<file path="src/rtl/pipe_pkg.sv">
// Shared definitions for the instruction prefetch pipeline.
//   PIPE_ADDR_WIDTH : default instruction address width
//   PIPE_DATA_WIDTH : default instruction word width
//   pipe_state_e    : fetch controller states (IDLE, FETCH, HALT)
package pipe_pkg;

    localparam int PIPE_ADDR_WIDTH = 8;
    localparam int PIPE_DATA_WIDTH = 16;

    typedef enum logic [1:0] {
        IDLE  = 2'd0,
        FETCH = 2'd1,
        HALT  = 2'd2
    } pipe_state_e;

endpackage

</file>
<file path="src/rtl/im_prefetch_queue_if.sv">
// Bus bundle between the prefetch queue, instruction memory and decode.
//   im_addr_o / im_rd_o : read request to instruction memory
//   im_r_data_i         : read data, valid exactly one cycle after im_rd_o
//   inst_o / pc_o       : head instruction and its address
//   inst_valid_o        : head entry valid
//   inst_ready_i        : consumer accepts head
// Modports: master = prefetch queue, slave = memory/decode side.
//
// Handshake: the head transfers on a cycle where inst_valid_o and
// inst_ready_i are both high. While inst_valid_o is high and
// inst_ready_i is low, inst_o and pc_o hold their value. inst_valid_o
// does not depend on inst_ready_i.
interface im_prefetch_queue_if
    import pipe_pkg::*;
#(
    parameter int ADDR_WIDTH = PIPE_ADDR_WIDTH,
    parameter int DATA_WIDTH = PIPE_DATA_WIDTH
);

    logic [ADDR_WIDTH-1:0] im_addr_o;
    logic                  im_rd_o;
    logic [DATA_WIDTH-1:0] im_r_data_i;
    logic [DATA_WIDTH-1:0] inst_o;
    logic [ADDR_WIDTH-1:0] pc_o;
    logic                  inst_valid_o;
    logic                  inst_ready_i;

    modport master (
        output im_addr_o, im_rd_o, inst_o, pc_o, inst_valid_o,
        input  im_r_data_i, inst_ready_i
    );

    modport slave (
        input  im_addr_o, im_rd_o, inst_o, pc_o, inst_valid_o,
        output im_r_data_i, inst_ready_i
    );

endinterface

</file>
<file path="src/rtl/sync_fifo.sv">
// Synchronous FIFO storage for the prefetch queue.
//   clk, rst   : clock, asynchronous active-low reset
//   flush      : empties the FIFO; wins over push and pop
//   push/data  : write one entry
//   pop        : drop the head entry (ignored when empty)
//   head       : entry at the read pointer
//   count      : occupied entries
//   empty      : count is zero
// Storage is cleared on reset so the head reads as zero while in reset.
module sync_fifo #(
    parameter  int WIDTH = 24,
    parameter  int DEPTH = 4,
    localparam int AW    = $clog2(DEPTH),
    localparam int CW    = $clog2(DEPTH + 1)
) (
    input  logic             clk,
    input  logic             rst,
    input  logic             flush,
    input  logic             push,
    input  logic [WIDTH-1:0] push_data,
    input  logic             pop,
    output logic [WIDTH-1:0] head,
    output logic [CW-1:0]    count,
    output logic             empty
);

    logic [WIDTH-1:0] mem [DEPTH];
    logic [AW-1:0]    wr_ptr;
    logic [AW-1:0]    rd_ptr;
    logic             full;
    logic             do_push;
    logic             do_pop;

    assign empty   = (count == '0);
    assign full    = (count == CW'(DEPTH));
    assign do_pop  = pop && !empty;
    assign do_push = push && (!full || do_pop);
    assign head    = mem[rd_ptr];

    always_ff @(posedge clk or negedge rst) begin
        if (!rst) begin
            wr_ptr <= '0;
            rd_ptr <= '0;
            count  <= '0;
            for (int i = 0; i < DEPTH; i++) begin
                mem[i] <= '0;
            end
        end else if (flush) begin
            wr_ptr <= '0;
            rd_ptr <= '0;
            count  <= '0;
        end else begin
            if (do_push) begin
                mem[wr_ptr] <= push_data;
                wr_ptr      <= wr_ptr + AW'(1);
            end
            if (do_pop) begin
                rd_ptr <= rd_ptr + AW'(1);
            end
            case ({do_push, do_pop})
                2'b10:   count <= count + CW'(1);
                2'b01:   count <= count - CW'(1);
                default: count <= count;
            endcase
        end
    end

endmodule

</file>
<file path="src/rtl/im_prefetch_queue.sv">
// Instruction prefetch queue: issues sequential instruction memory reads
// and buffers the returned words with their addresses for decode.
//   clk, rst        : clock, asynchronous active-low reset
//   start / stop    : begin/resume fetching; level that halts new fetches
//   redirect_i      : flush queue and restart from redirect_addr_i
//   count_o         : occupied queue entries
//   fsm_state       : current fetch controller state (debug)
//   bus             : memory request/response and head instruction stream
// Optional build macro PREFETCH_BYPASS_EN: a word arriving while the queue
// is empty is presented on the head in its arrival cycle.
module im_prefetch_queue
    import pipe_pkg::*;
#(
    parameter  int ADDR_WIDTH = PIPE_ADDR_WIDTH,
    parameter  int DATA_WIDTH = PIPE_DATA_WIDTH,
    parameter  int DEPTH      = 4,
    localparam int CW         = $clog2(DEPTH + 1)
) (
    input  logic                  clk,
    input  logic                  rst,
    input  logic                  start,
    input  logic                  stop,
    input  logic                  redirect_i,
    input  logic [ADDR_WIDTH-1:0] redirect_addr_i,
    output logic [CW-1:0]         count_o,
    output pipe_state_e           fsm_state,
    im_prefetch_queue_if.master   bus
);

    pipe_state_e           state;
    pipe_state_e           state_nxt;
    logic                  issue;
    logic                  inflight;
    logic                  resp_valid;
    logic [ADDR_WIDTH-1:0] fetch_addr;
    logic [ADDR_WIDTH-1:0] resp_addr;
    logic [CW:0]           occupancy;
    logic                  credit;
    logic                  fifo_push;
    logic                  fifo_pop;
    logic                  fifo_empty;
    logic [CW-1:0]         fifo_count;
    logic [DATA_WIDTH+ADDR_WIDTH-1:0] head;

    // Credit counts the read in flight, so its response always has a slot.
    assign occupancy = {1'b0, fifo_count} + {{CW{1'b0}}, inflight};
    assign credit    = occupancy < (CW + 1)'(DEPTH);

    always_ff @(posedge clk or negedge rst) begin
        if (!rst) begin
            state <= IDLE;
        end else begin
            state <= state_nxt;
        end
    end

    // Stop dominates start. No read is issued in a redirect cycle, so the
    // first read after a redirect uses the new address next cycle.
    always_comb begin
        state_nxt = state;
        issue     = 1'b0;
        case (state)
            IDLE: begin
                if (start && !stop) state_nxt = FETCH;
            end
            FETCH: begin
                issue = credit && !redirect_i;
                if (stop) state_nxt = HALT;
            end
            HALT: begin
                if (start && !stop) state_nxt = FETCH;
            end
            default: state_nxt = IDLE;
        endcase
    end

    always_ff @(posedge clk or negedge rst) begin
        if (!rst) begin
            fetch_addr <= '0;
            resp_addr  <= '0;
            inflight   <= 1'b0;
        end else begin
            inflight  <= issue;
            resp_addr <= fetch_addr;
            if (redirect_i) begin
                fetch_addr <= redirect_addr_i;
            end else if (issue) begin
                fetch_addr <= fetch_addr + ADDR_WIDTH'(1);
            end
        end
    end

    // A response coinciding with a redirect belongs to the old stream.
    assign resp_valid = inflight && !redirect_i;
    assign fifo_pop   = bus.inst_ready_i && !fifo_empty;

`ifdef PREFETCH_BYPASS_EN
    logic bypass;
    assign bypass           = fifo_empty && resp_valid;
    assign fifo_push        = resp_valid && !(bypass && bus.inst_ready_i);
    assign bus.inst_valid_o = !fifo_empty || resp_valid;
    assign bus.inst_o       = bypass ? bus.im_r_data_i : head[ADDR_WIDTH +: DATA_WIDTH];
    assign bus.pc_o         = bypass ? resp_addr : head[ADDR_WIDTH-1:0];
`else
    assign fifo_push        = resp_valid;
    assign bus.inst_valid_o = !fifo_empty;
    assign bus.inst_o       = head[ADDR_WIDTH +: DATA_WIDTH];
    assign bus.pc_o         = head[ADDR_WIDTH-1:0];
`endif

    sync_fifo #(
        .WIDTH (DATA_WIDTH + ADDR_WIDTH),
        .DEPTH (DEPTH)
    ) u_fifo (
        .clk       (clk),
        .rst       (rst),
        .flush     (redirect_i),
        .push      (fifo_push),
        .push_data ({bus.im_r_data_i, resp_addr}),
        .pop       (fifo_pop),
        .head      (head),
        .count     (fifo_count),
        .empty     (fifo_empty)
    );

    assign bus.im_rd_o   = issue;
    assign bus.im_addr_o = fetch_addr;
    assign count_o       = fifo_count;
    assign fsm_state     = state;

endmodule
</file>
<file path="src/flat_wrapper.sv">
// flat-port wrapper written by rule: the top's interface ports become plain ports
module im_prefetch_queue_flat import pipe_pkg::*;
#(
    parameter  int ADDR_WIDTH = PIPE_ADDR_WIDTH,
    parameter  int DATA_WIDTH = PIPE_DATA_WIDTH,
    parameter  int DEPTH      = 4,
    localparam int CW         = $clog2(DEPTH + 1)
)
  (clk, rst, start, stop, redirect_i, redirect_addr_i, count_o, fsm_state, bus_im_addr_o, bus_im_rd_o, bus_inst_o, bus_pc_o, bus_inst_valid_o, bus_im_r_data_i, bus_inst_ready_i);
  im_prefetch_queue_if #(.ADDR_WIDTH(ADDR_WIDTH), .DATA_WIDTH(DATA_WIDTH)) bus_i ();
  input  logic clk;
  input  logic rst;
  input  logic start;
  input  logic stop;
  input  logic redirect_i;
  input  logic [ADDR_WIDTH-1:0] redirect_addr_i;
  output logic [CW-1:0] count_o;
  output pipe_state_e fsm_state;
  output wire logic [$bits(bus_i.im_addr_o)-1:0] bus_im_addr_o;
  output wire logic [$bits(bus_i.im_rd_o)-1:0] bus_im_rd_o;
  output wire logic [$bits(bus_i.inst_o)-1:0] bus_inst_o;
  output wire logic [$bits(bus_i.pc_o)-1:0] bus_pc_o;
  output wire logic [$bits(bus_i.inst_valid_o)-1:0] bus_inst_valid_o;
  input wire logic [$bits(bus_i.im_r_data_i)-1:0] bus_im_r_data_i;
  input wire logic [$bits(bus_i.inst_ready_i)-1:0] bus_inst_ready_i;
  assign bus_im_addr_o = bus_i.im_addr_o;
  assign bus_im_rd_o = bus_i.im_rd_o;
  assign bus_inst_o = bus_i.inst_o;
  assign bus_pc_o = bus_i.pc_o;
  assign bus_inst_valid_o = bus_i.inst_valid_o;
  assign bus_i.im_r_data_i = bus_im_r_data_i;
  assign bus_i.inst_ready_i = bus_inst_ready_i;
  im_prefetch_queue #(.ADDR_WIDTH(ADDR_WIDTH), .DATA_WIDTH(DATA_WIDTH), .DEPTH(DEPTH)) u_core (.clk(clk), .rst(rst), .start(start), .stop(stop), .redirect_i(redirect_i), .redirect_addr_i(redirect_addr_i), .count_o(count_o), .fsm_state(fsm_state), .bus(bus_i));
endmodule
</file>
<file path="config.mk">
export PLATFORM = sky130hd
export DESIGN_NAME = im_prefetch_queue_flat
export DESIGN_NICKNAME = d
export VERILOG_FILES = /design/src/rtl/pipe_pkg.sv /design/src/rtl/im_prefetch_queue_if.sv /design/src/rtl/sync_fifo.sv /design/src/rtl/im_prefetch_queue.sv /design/src/flat_wrapper.sv
export SDC_FILE = /design/constraint.sdc
export NUM_CORES = 1
export LEC_CHECK = 0
export BUFFER_PORTS_ARGS = -buffer_cell sky130_fd_sc_hd__buf_2
export CORE_ASPECT_RATIO = 1.75
export CORE_MARGIN = 1.5
export CORE_UTILIZATION = 51
export DETAILED_ROUTE_END_ITERATION = 8
export GPL_TIMING_DRIVEN = 0
export PLACE_DENSITY = 0.78
export SYNTH_ARGS = -nofsm -noshare
export SYNTH_HDL_FRONTEND = slang
export SYNTH_SLANG_ARGS = --single-unit
</file>
<file path="constraint.sdc">
create_clock -name clk -period 3.58 [get_ports clk]
set_clock_uncertainty 0.2 [all_clocks]
set_input_delay 0 -clock clk [delete_from_list [all_inputs] [get_ports clk]]
set_output_delay 0 -clock clk [all_outputs]
set_load 0.01 [all_outputs]
</file>
==> results.md, run 1 <==
- Run status: complete, no violations
- Final worst slack: 0.933 ns
- ANT nets after route: 0
- Final net count: roughly 520
- Antenna violations before repair: 0
- Critical Path Fanout Max: 10
- Hpwl dp: 7610 um
- Clock slew at reported path FFs: 0.05 ns
- Residual DRC: 0
- RSZ-0062 raised after global routing: no
- Number of cells upsized or downsized after cts: 0
- Die H: about 140 um
- Finished Layout Cells: around 620
- Port Buffers: 66
- Req. time, crit path: between 3 and 4 ns
- 1st-iter DRT viols: about 130
- Core ar.: 0.0111 sq mm
- 1st-pass router iterations: 4
- Synth-to-layout area growth: 26.2%
- Most common cell after layout, fill and taps aside: dfrtp_1
- Buf/Inv on CP: 4
- Final worst path period need: 2.65 ns
- IO Count: 69
- Clock Tree Buf Depth: 2
- DR vias: 3,478
- First-pass GRT wire length: a little over 20,000 um
- Clock sink total: about 120
- Grt total ovfl: 0
- Max-cap violation count: 0
- Synthesized net count: 392
- Row count: 51
- Crit path max-delay family: buffers and inverters
- TritonCTS Buffers: 17
- WL per Instance: roughly 19 um
- Die area: 0.0120 sq mm
- Clock Root Buffer: clkbuf_16
- Chip Width: 83.6 um
- Mean Syn Cell Area: 16.3 sq um
- Final hold slack: 0.0502 ns
- Initial Utilization: 52.2%
- Max-Slew Margin vs Limit: 53.3%
- Yosys reg bits: about 120
- Fmax: 378 MHz
- Peak supply drop: 0.483 mV
- Cts hold-fix bufs: 37
- CP startpoint kind: flop
- Yosys warns: 0
- Antenna Cells: 0
- Final Hold Fails: 0
- P per Cell Area: 595 mW/mm^2
- CP Capture Type: flop
- Sequential share of the synthesized area: a little over half
- Crit Path Class: reg -> reg
- DR vias/cell: 5.57
- Area of the mapped netlist: 0.00580 sq mm
- GRT Overall Usage: 21.7%
- H-tree levels: 4
- Layout cells sized above 1: 49.0%
- GPL Wtd Cong: 0.791
- Routed WL: 11,900 um
- Setup Buffers After CTS: 0
- Leakage power: 3.76 nW
- Pin count of the biggest net entering global routing: between 70 and 80
- Setup TNS: 0 ns
- # placed instances: 555
- Pre-CTS setup slack: between 1 and 1.5 ns
- Distinct cells, synth: 41
- Final Cycle Share: between 70% and 80%
- Cell Chain, Critical Path: buf_2 -> and3_1 -> or4_1 -> buf_2 -> inv_2 -> a21o_1 -> a221o_1 -> dlygate4sd3_1
- Commonest cells after routing, fill and taps aside: dfrtp_1 (122), mux2_4 (80), buf_2 (74)
- Setup violations, final: 0
- Worst hold path class: in -> reg
- Final Max Slew Viols: 0
- Post-Syn Instances: roughly 360
- Vias in the first global route: roughly 3,900
- TritonCTS clock tree: built
- Slew @ Worst Pin: 0.701 ns
- Highest cell delay on the worst timing path: 0.56 ns
- Clock latency on the worst-skew pair: 0.40 ns
- CP arrival: 2.78 ns
- Critical Path Most Common Cell: buf_2
- Slowest CP cell: dlygate4sd3_1
-- per-stage QoR --
stage | power (mW) | cell area [sq um] | util [%]
5_1_grt | 4.55 | 7320 | 65.9
4_1_cts | 4.39 | 7320 | 65.9
3_3_place_gp | 2.55 | 6290 | 56.7
3_5_place_dp | 2.60 | 6320 | 56.9
6_report | 4.36 | 7320 | 65.9
2_1_floorplan | 2.29 | 5800 | -
-- routing by layer --
| layer | GRT usage [%] | part of all wire, % | wire [um] | up-vias |
|---|---|---|---|---|
| met4 | 8.71 | 1.9 | 228 | 0 |
| met2 | 37.0 | 54 | 6370 | 66 |
| met5 | 0 | 0 | 0 | - |
| met1 | 26.8 | 42 | 4960 | 1828 |
| met3 | 4.85 | 2.7 | 315 | 16 |
| li1 | - | - | - | 1568 |
-- tightest hold or removal path, delay by kind of cell --
kind                   cells  cell delay (ns)
buffers and inverters      2             0.46
AND/OR/NAND/NOR            1             0.15
-- where the power goes --
| group | internal, mW | switching [mW] | total, mW |
|---|---|---|---|
| clock network | 1.16 | 0.577 | 1.74 |
| logic | 0.544 | 0.346 | 0.891 |
| registers | 1.59 | 0.139 | 1.73 |
-- cell families after synthesis --
kind of cell / share of synthesized area (%)
XOR/XNOR: 0.453
multiplexers: 33.7
flip-flops: 52.7
adder cells (fa/ha/maj): 1.42
buffers and inverters: 2.98
AO/OA/AOI/OAI: 3.60
AND/OR/NAND/NOR: 5.20
-- registers in the layout (all words and copies together), names as in the netlist --
register	cells
u_core.u_fifo.count	3
u_core.resp_addr	8
u_core.u_fifo.mem	96
u_core.u_fifo.rd_ptr	2
u_core.bus.im_addr_o	8
u_core.u_fifo.wr_ptr	2
u_core.inflight	1
u_core.fsm_state	2
-- layout make-up --
class                   count  area (sq um)
well taps                 132           165
plain buffers              21           150
flip-flops and latches    122          3050
multi-input cells         207          2570
clock inverters             8           115
clock buffers              24           492
inverters                   6          22.5
fillers                   778          3790
repair buffers            104           748
-- Yosys cell counts, drive strengths merged --
cell | n | area share [%]
a21o | 5 | 0.65
fa | 1 | 0.35
nor4 | 2 | 0.22
nand2 | 11 | 1.2
mux4 | 24 | 9.3
o31a | 1 | 0.15
o31ai | 1 | 0.13
buf | 17 | 2.3
xor2 | 2 | 0.30
a31oi | 1 | 0.11
mux2 | 96 | 24
dfrtp | 122 | 53
or4 | 1 | 0.13
a2111oi | 1 | 0.15
nand3 | 4 | 0.35
and3 | 1 | 0.11
and4 | 1 | 0.15
o21bai | 2 | 0.26
clkbuf | 4 | 0.26
a21oi | 6 | 0.52
or3 | 1 | 0.11
o211ai | 2 | 0.26
nor2 | 8 | 0.52
nor4b | 1 | 0.41
inv | 6 | 0.39
nand4 | 1 | 0.11
ha | 5 | 1.1
nor3b | 2 | 0.45
nor3 | 5 | 0.43
nand2b | 8 | 0.86
o21ai | 2 | 0.17
mux2i | 3 | 0.52
a221o | 7 | 1.2
nand3b | 1 | 0.13
xnor2 | 1 | 0.15
-- worst paths after layout --
check / startpoint / endpoint / slack (ns) / depth (start not counted)
worst max-delay path: u_core.u_fifo.count[1]$_DFFE_PN0P_ / u_core.bus.im_addr_o[4]$_DFFE_PN0P_ / 0.93 / 8
min in group asynchronous: rst / u_core.u_fifo.mem[34]$_DFFE_PN0P_ / 0.49 / 4
worst min-delay path: redirect_i / u_core.u_fifo.rd_ptr[1]$_DFFE_PN0P_ / 0.05 / 3
worst max register to register: u_core.u_fifo.count[1]$_DFFE_PN0P_ / u_core.bus.im_addr_o[4]$_DFFE_PN0P_ / 0.93 / 8
max in group asynchronous: rst / u_core.u_fifo.mem[72]$_DFFE_PN0P_ / 2.34 / 4
worst min register to register: u_core.bus.im_addr_o[7]$_DFFE_PN0P_ / u_core.resp_addr[7]$_DFF_PN0_ / 0.25 / 0
Note: power is estimated with default switching activity, not from simulation.
==> inputs of run 2 (changes only) <==
Settings changed: PLACE_DENSITY 0.78 to 0.81.
Clock period 3.58 ns to 2.3 ns, I/O delays scaled along.
==> run 2 against run 1 <==
Compared with the run above:
- flip-flop and latch count is the same
- sequential share of layout area shrank 0.075 points
- sequential power grew 56%
- via count grew 0.86%
- clock power grew 45%
- first-iteration DRC count grew 59%
- fmax grew 18%
- register-to-register slack lost 0.88 ns
- final cell count grew 0.32%
- core utilization grew 0.15 points
- non-clock buffer count grew 2
- critical path type unchanged
- largest power group is now registers
==> results.md, run 2 (synthesis results as in run 1) <==
- Clock latency on the worst-skew pair: 0.41 ns
- Commonest cells after routing, fill and taps aside: dfrtp_1 (121), mux2_4 (80), buf_2 (70)
- Port Buffers: 66
- 1st-pass router iterations: 4
- Most common cell after layout, fill and taps aside: dfrtp_1
- RR Endpoint: u_core.u_fifo.count[1]$_DFFE_PN0P_
- ANT nets after route: 0
- Hold endpoint: u_core.bus.im_addr_o[1]$_DFFE_PN0P_
- Hold_sp: redirect_addr_i[1]
- Clock slew at reported path FFs: 0.05 ns
- Number of flip-flops in the largest register: 96
- Initial Utilization: 52.2%
- WHS Path Cells: 4
- Crit Path Class: reg -> reg
- Finished Layout Cells: 626
- RSZ-0062 raised after global routing: yes
- CP arrival: 2.36 ns
- Clock Root Buffer: clkbuf_16
- Fmax: 446 MHz
- Worst hold path class: in -> reg
- Die H: 144 um
- Final net count: approximately 520
- Antenna Cells: 0
- Critical Path Fanout Max: 8
- WL per Instance: 19.4 um
- DR vias/cell: 5.60
- Final Hold Fails: 0
- Power Total: 6.62 mW
- Vias in the first global route: a little under 4,000
- Chip Width: 83.6 um
- Clock sink total: 122
- Die area: between 0.01 and 0.015 sq mm
- H-tree levels: 4
- IO Count: 69
- P per Cell Area: 903 mW/mm^2
- Hpwl dp: 7900 um
- Synth-to-layout area growth: 26.5%
- 1st-iter DRT viols: roughly 200
- Row count: 51
- Setup violations, final: 0
- Leakage power: 3.76 nW
- Final worst path period need: 2.24 ns
- Worst R2R Setup Slack: 0.06 ns
- GRT Overall Usage: 21.7%
- Highest cell delay on the worst timing path: 0.54 ns
- Max-cap violation count: 0
- Layout cells sized above 1: 52.2%
- GPL Wtd Cong: 0.805
- Antenna violations before repair: 0
- Cell Chain, Critical Path: buf_6 -> or3_4 -> nand2_4 -> nor2_2 -> fa_2 -> nand2b_4 -> a21oi_2 -> nor4_2
- Routed WL: 12,100 um
- Clock Tree Buf Depth: 2
- Run status: complete, no violations
- Core ar.: 0.0111 sq mm
- Setup TNS: 0 ns
- Final Cycle Share: 97.5%
- Largest Register: u_core.u_fifo.mem
- R2r startpoint: u_core.u_fifo.count[1]$_DFFE_PN0P_
- Placed Area: approximately 0.0063 sq mm
- Design area: between 0.007 and 0.008 sq mm
- TritonCTS Buffers: 17
- TritonCTS clock tree: built
- Slowest CP cell: fa_2
- Pin count of the biggest net entering global routing: 96
- Max-Slew Margin vs Limit: between 60% and 70%
- CP startpoint kind: flop
- Grt total ovfl: 0
- Req. time, crit path: 2.42 ns
- Worst reg-to-reg path cell count: 8
- First-pass GRT wire length: 20,200 um
- Residual DRC: 0
- Slew @ Worst Pin: 0.505 ns
- CP Capture Type: flop
- Peak supply drop: 0.827 mV
- Final Max Slew Viols: 0
- # placed instances: 555
- DR vias: 3,508
[run 2: changes by cell type in the layout (fill, tap and decap cells not counted), sizes merged]
cell	delta
dlygate4sd3	-5
clkbuf	+1
clkinvlp	+2
bufinv	-2
clkinv	-1
buf	+7
[run 2: layout make-up]
class / count / area (sq um)
Buffer: 21 / 170
Clock buffer: 25 / 495
Clock inverter: 7 / 65.1
Fill cell: 806 / 3770
Inverter: 6 / 25.0
Multi-Input combinational cell: 207 / 2610
Sequential cell: 122 / 3050
Tap cell: 132 / 165
Timing Repair Buffer: 106 / 747
[run 2: power by group]
part	leakage, nW	switching, mW	internal (mW)
clock network	0.273	0.926	1.59
logic	1.87	0.551	0.856
registers	1.62	0.224	2.47
[run 2: critical path: cells and delay by family (launching register included)]
| family | cells | cell delay [ns] |
|---|---|---|
| fa+ha+maj | 1 | 0.54 |
| compound gates | 1 | 0.06 |
| buf+inv | 1 | 0.14 |
| flops | 1 | 0.38 |
| simple gates | 5 | 0.83 |
[run 2: metal layers]
metal  part of all wire [%]  global-route usage, %  vias to the layer above
li1                       -                      -                     1568
met1                     41                   25.9                     1840
met2                     54                   37.5                       75
met3                    3.0                   4.79                       25
met4                    2.4                   9.92                        0
met5                      0                      0                        -
[run 2: what timing repair did]
action	CTS	global route
gates resized for setup	8	6
buffers inserted	1	6
setup endpoints to repair	21	3
pin swaps	2	4
cloned	0	0
hold buffers	32	0
endpoints found under the hold margin	201	0
[run 2: worst max path at each step]
stage	start	end	slack (ns)	depth (start not counted)
after floorplan	u_core.u_fifo.count[2]$_DFFE_PN0P_	u_core.u_fifo.count[1]$_DFFE_PN0P_	-0.04	8
after global placement	rst	u_core.u_fifo.mem[22]$_DFFE_PN0P_	-0.37	1
after detailed placement	u_core.u_fifo.count[0]$_DFFE_PN0P_	u_core.u_fifo.count[1]$_DFFE_PN0P_	-0.18	7
after CTS	u_core.u_fifo.count[1]$_DFFE_PN0P_	bus_im_rd_o	0.008	6
after global routing	u_core.u_fifo.count[1]$_DFFE_PN0P_	u_core.u_fifo.count[1]$_DFFE_PN0P_	-0.06	8
final	u_core.u_fifo.count[1]$_DFFE_PN0P_	u_core.u_fifo.count[1]$_DFFE_PN0P_	0.06	8
[run 2: metrics by stage]
stage	utilization, %	hold slack, ns	setup slack (ns)
after floorplan	-	-0.496	-0.0402
after global placement	56.8	-0.0304	-0.366
after detailed placement	57.1	-0.315	-0.184
after CTS	65.4	0.143	0.00775
after global routing	66.0	0.181	-0.0554
final	66.0	0.152	0.0577
==> inputs of run 3 (changes only) <==
Settings changed: CORE_ASPECT_RATIO 1.75 to not set.
==> run 3 against run 2 <==
Compared with the run above:
- the flow now finishes with violations (hold timing)
- routed wire length increased by 0.49%
- power about the same
- global-route usage increased by 0.84 points
- hold slack got worse by 0.16 ns
- critical path depth unchanged
- register-to-register slack about the same
- final area about the same
- non-clock buffer count decreased by 1
- largest power group unchanged
- highest routed layer unchanged
==> results.md, run 3 (synthesis results as in run 1) <==
- Run status: complete, but fails checks
- Violated checks: hold timing
- Port Buffers: 66
- Worst hold path class: in -> async
- Final worst path period need: between 2 and 2.5 ns
- CP Capture Type: flop
- Grt total ovfl: 0
- Antenna Cells: 0
- Row count: 38
- Crit Path Class: reg -> reg
- Peak supply drop: ~0.46 mV
- Final worst slack: approximately 0.064 ns
- Area of the multi-input gates: roughly 0.0026 sq mm
- # placed instances: around 560
- Routed WL: 12,200 um
- ANT nets after route: 0
- RSZ-0062 raised after global routing: yes
- Clock Root Buffer: clkbuf_16
- Placed Area: 0.00635 sq mm
- Core Util, Final: 66.7%
- Final hold slack: -0.0131 ns
- Setup violations, final: 0
- CP arrival: roughly 2.3 ns
- Die area: 0.0120 sq mm
- Clock sink total: 122
- DR vias/cell: 5.53
- Finished Layout Cells: 633
- Req. time, crit path: ~2.4 ns
- Number of flip-flops in the largest register: 96
- Largest Register: u_core.u_fifo.mem
- Critical path origin: u_core.u_fifo.count[1]$_DFFE_PN0P_
- Synth-to-layout area growth: 26.5%
- Design area: about 0.0073 sq mm
- GRT Overall Usage: 22.5%
- Residual DRC: 0
- Slew @ Worst Pin: 0.736 ns
- Reg area: just over 0.003 sq mm
- TritonCTS Buffers: 17
- Commonest cells after routing, fill and taps aside: dfrtp_1 (121), mux2_4 (80), buf_2 (71)
- Antenna violations before repair: 0
- DR vias: approximately 3,500
- 1st-iter DRT viols: 147
- GPL Wtd Cong: a little over 0.7
- Final Max Slew Viols: 0
- R2r startpoint: u_core.u_fifo.count[1]$_DFFE_PN0P_
- Clock slew at reported path FFs: 0.06 ns
- Final net count: ~520
- Hpwl dp: 7350 um
- CP startpoint kind: flop
- P per Cell Area: 903 mW/mm^2
- TritonCTS clock tree: built
- Vias in the first global route: 3,855
- Wire length on met2: approximately 6300 um
- Final Hold Fails: 10
- Pre-CTS setup slack: -0.219 ns
- Critical Path Fanout Max: 5
- Layout cells sized above 1: 52.9%
- Fillcell total: 736
- Highest routed layer: met4
- Core ar.: 0.0110 sq mm
- Fmax: ~450 MHz
- 1st-pass router iterations: 4
- Final Cycle Share: 97.2%
- Metal3 WL: 435 um
- Initial Utilization: a little over half
- Clock latency on the worst-skew pair: 0.41 ns
- Max-cap violation count: 0
- IO Count: roughly 70
- M1 WL: approximately 5400 um
- H-tree levels: 4
- Clock Tree Buf Depth: 2
- Power Total: 6.62 mW
- Leakage power: 3.75 nW
- WL per Instance: 19.3 um
- First-pass GRT wire length: 20,100 um
- Die H: 110 um
- Max-Slew Margin vs Limit: 50.8%
- Pin count of the biggest net entering global routing: approximately 110
- Setup TNS: 0 ns
- Chip Width: 110 um
- Most common cell after layout, fill and taps aside: dfrtp_1
## run 3: cell types whose count changed in the layout (fill, tap and decap cells not counted)
cell / before / now
inv_2: 0 / 1
buf_4: 9 / 7
clkinv_2: 4 / 2
buf_12: 1 / 0
buf_6: 11 / 12
inv_4: 1 / 0
clkinvlp_4: 2 / 3
buf_2: 70 / 71
clkbuf_8: 4 / 0
inv_6: 0 / 3
clkbuf_1: 6 / 2
clkinv_4: 0 / 5
inv_8: 0 / 1
## run 3: final timing paths
path	to	slack, ns	cells past startpoint
min reg2reg	u_core.resp_addr[7]$_DFF_PN0_	0.24	0
max in group asynchronous	u_core.u_fifo.count[0]$_DFFE_PN0P_	0.82	3
min in group clk	u_core.bus.im_addr_o[0]$_DFFE_PN0P_	0.16	3
max reg2reg	u_core.u_fifo.count[1]$_DFFE_PN0P_	0.06	8
min	u_core.resp_addr[3]$_DFF_PN0_	-0.01	3
max	u_core.u_fifo.count[1]$_DFFE_PN0P_	0.06	8
## run 3: critical path: stages (launching register included)
cell and delay, ns:
dfrtp_1 0.39, buf_6 0.14, nor4b_4 0.32, nor3b_4 0.08
nor2_2 0.14, fa_2 0.46, nand2b_4 0.15, a21oi_2 0.15
nor4_2 0.05
## run 3: cell type report
class                      count  area share (%)
sequential                   122            41.7
multi-input combinational    207            35.6
timing repair buffer         105            9.88
clock buffer                  17            5.80
tap                          140            2.39
buffer                        21            2.37
clock inverter                15            1.96
inverter                       6           0.307
## run 3: what timing repair did
action,4_1_cts,5_1_grt
pin swaps,2,9
endpoints found under the setup margin,21,6
cloned,0,1
hold buffers,31,0
buffers inserted,2,4
hold endpoints to repair,200,0
gates resized for setup,8,6
## run 3: metal layers
layer  track usage [%]  up-vias
li1                  -     1571
met1              30.0     1834
met2              37.1       82
met3              5.16       12
met4              6.31        0
met5                 0        -
## run 3: power breakdown
group | switching, mW | internal [mW] | total (mW)
logic | 0.548 | 0.851 | 1.40
registers | 0.227 | 2.47 | 2.70
clock network | 1.02 | 1.50 | 2.53
total | 1.80 | 4.83 | 6.62
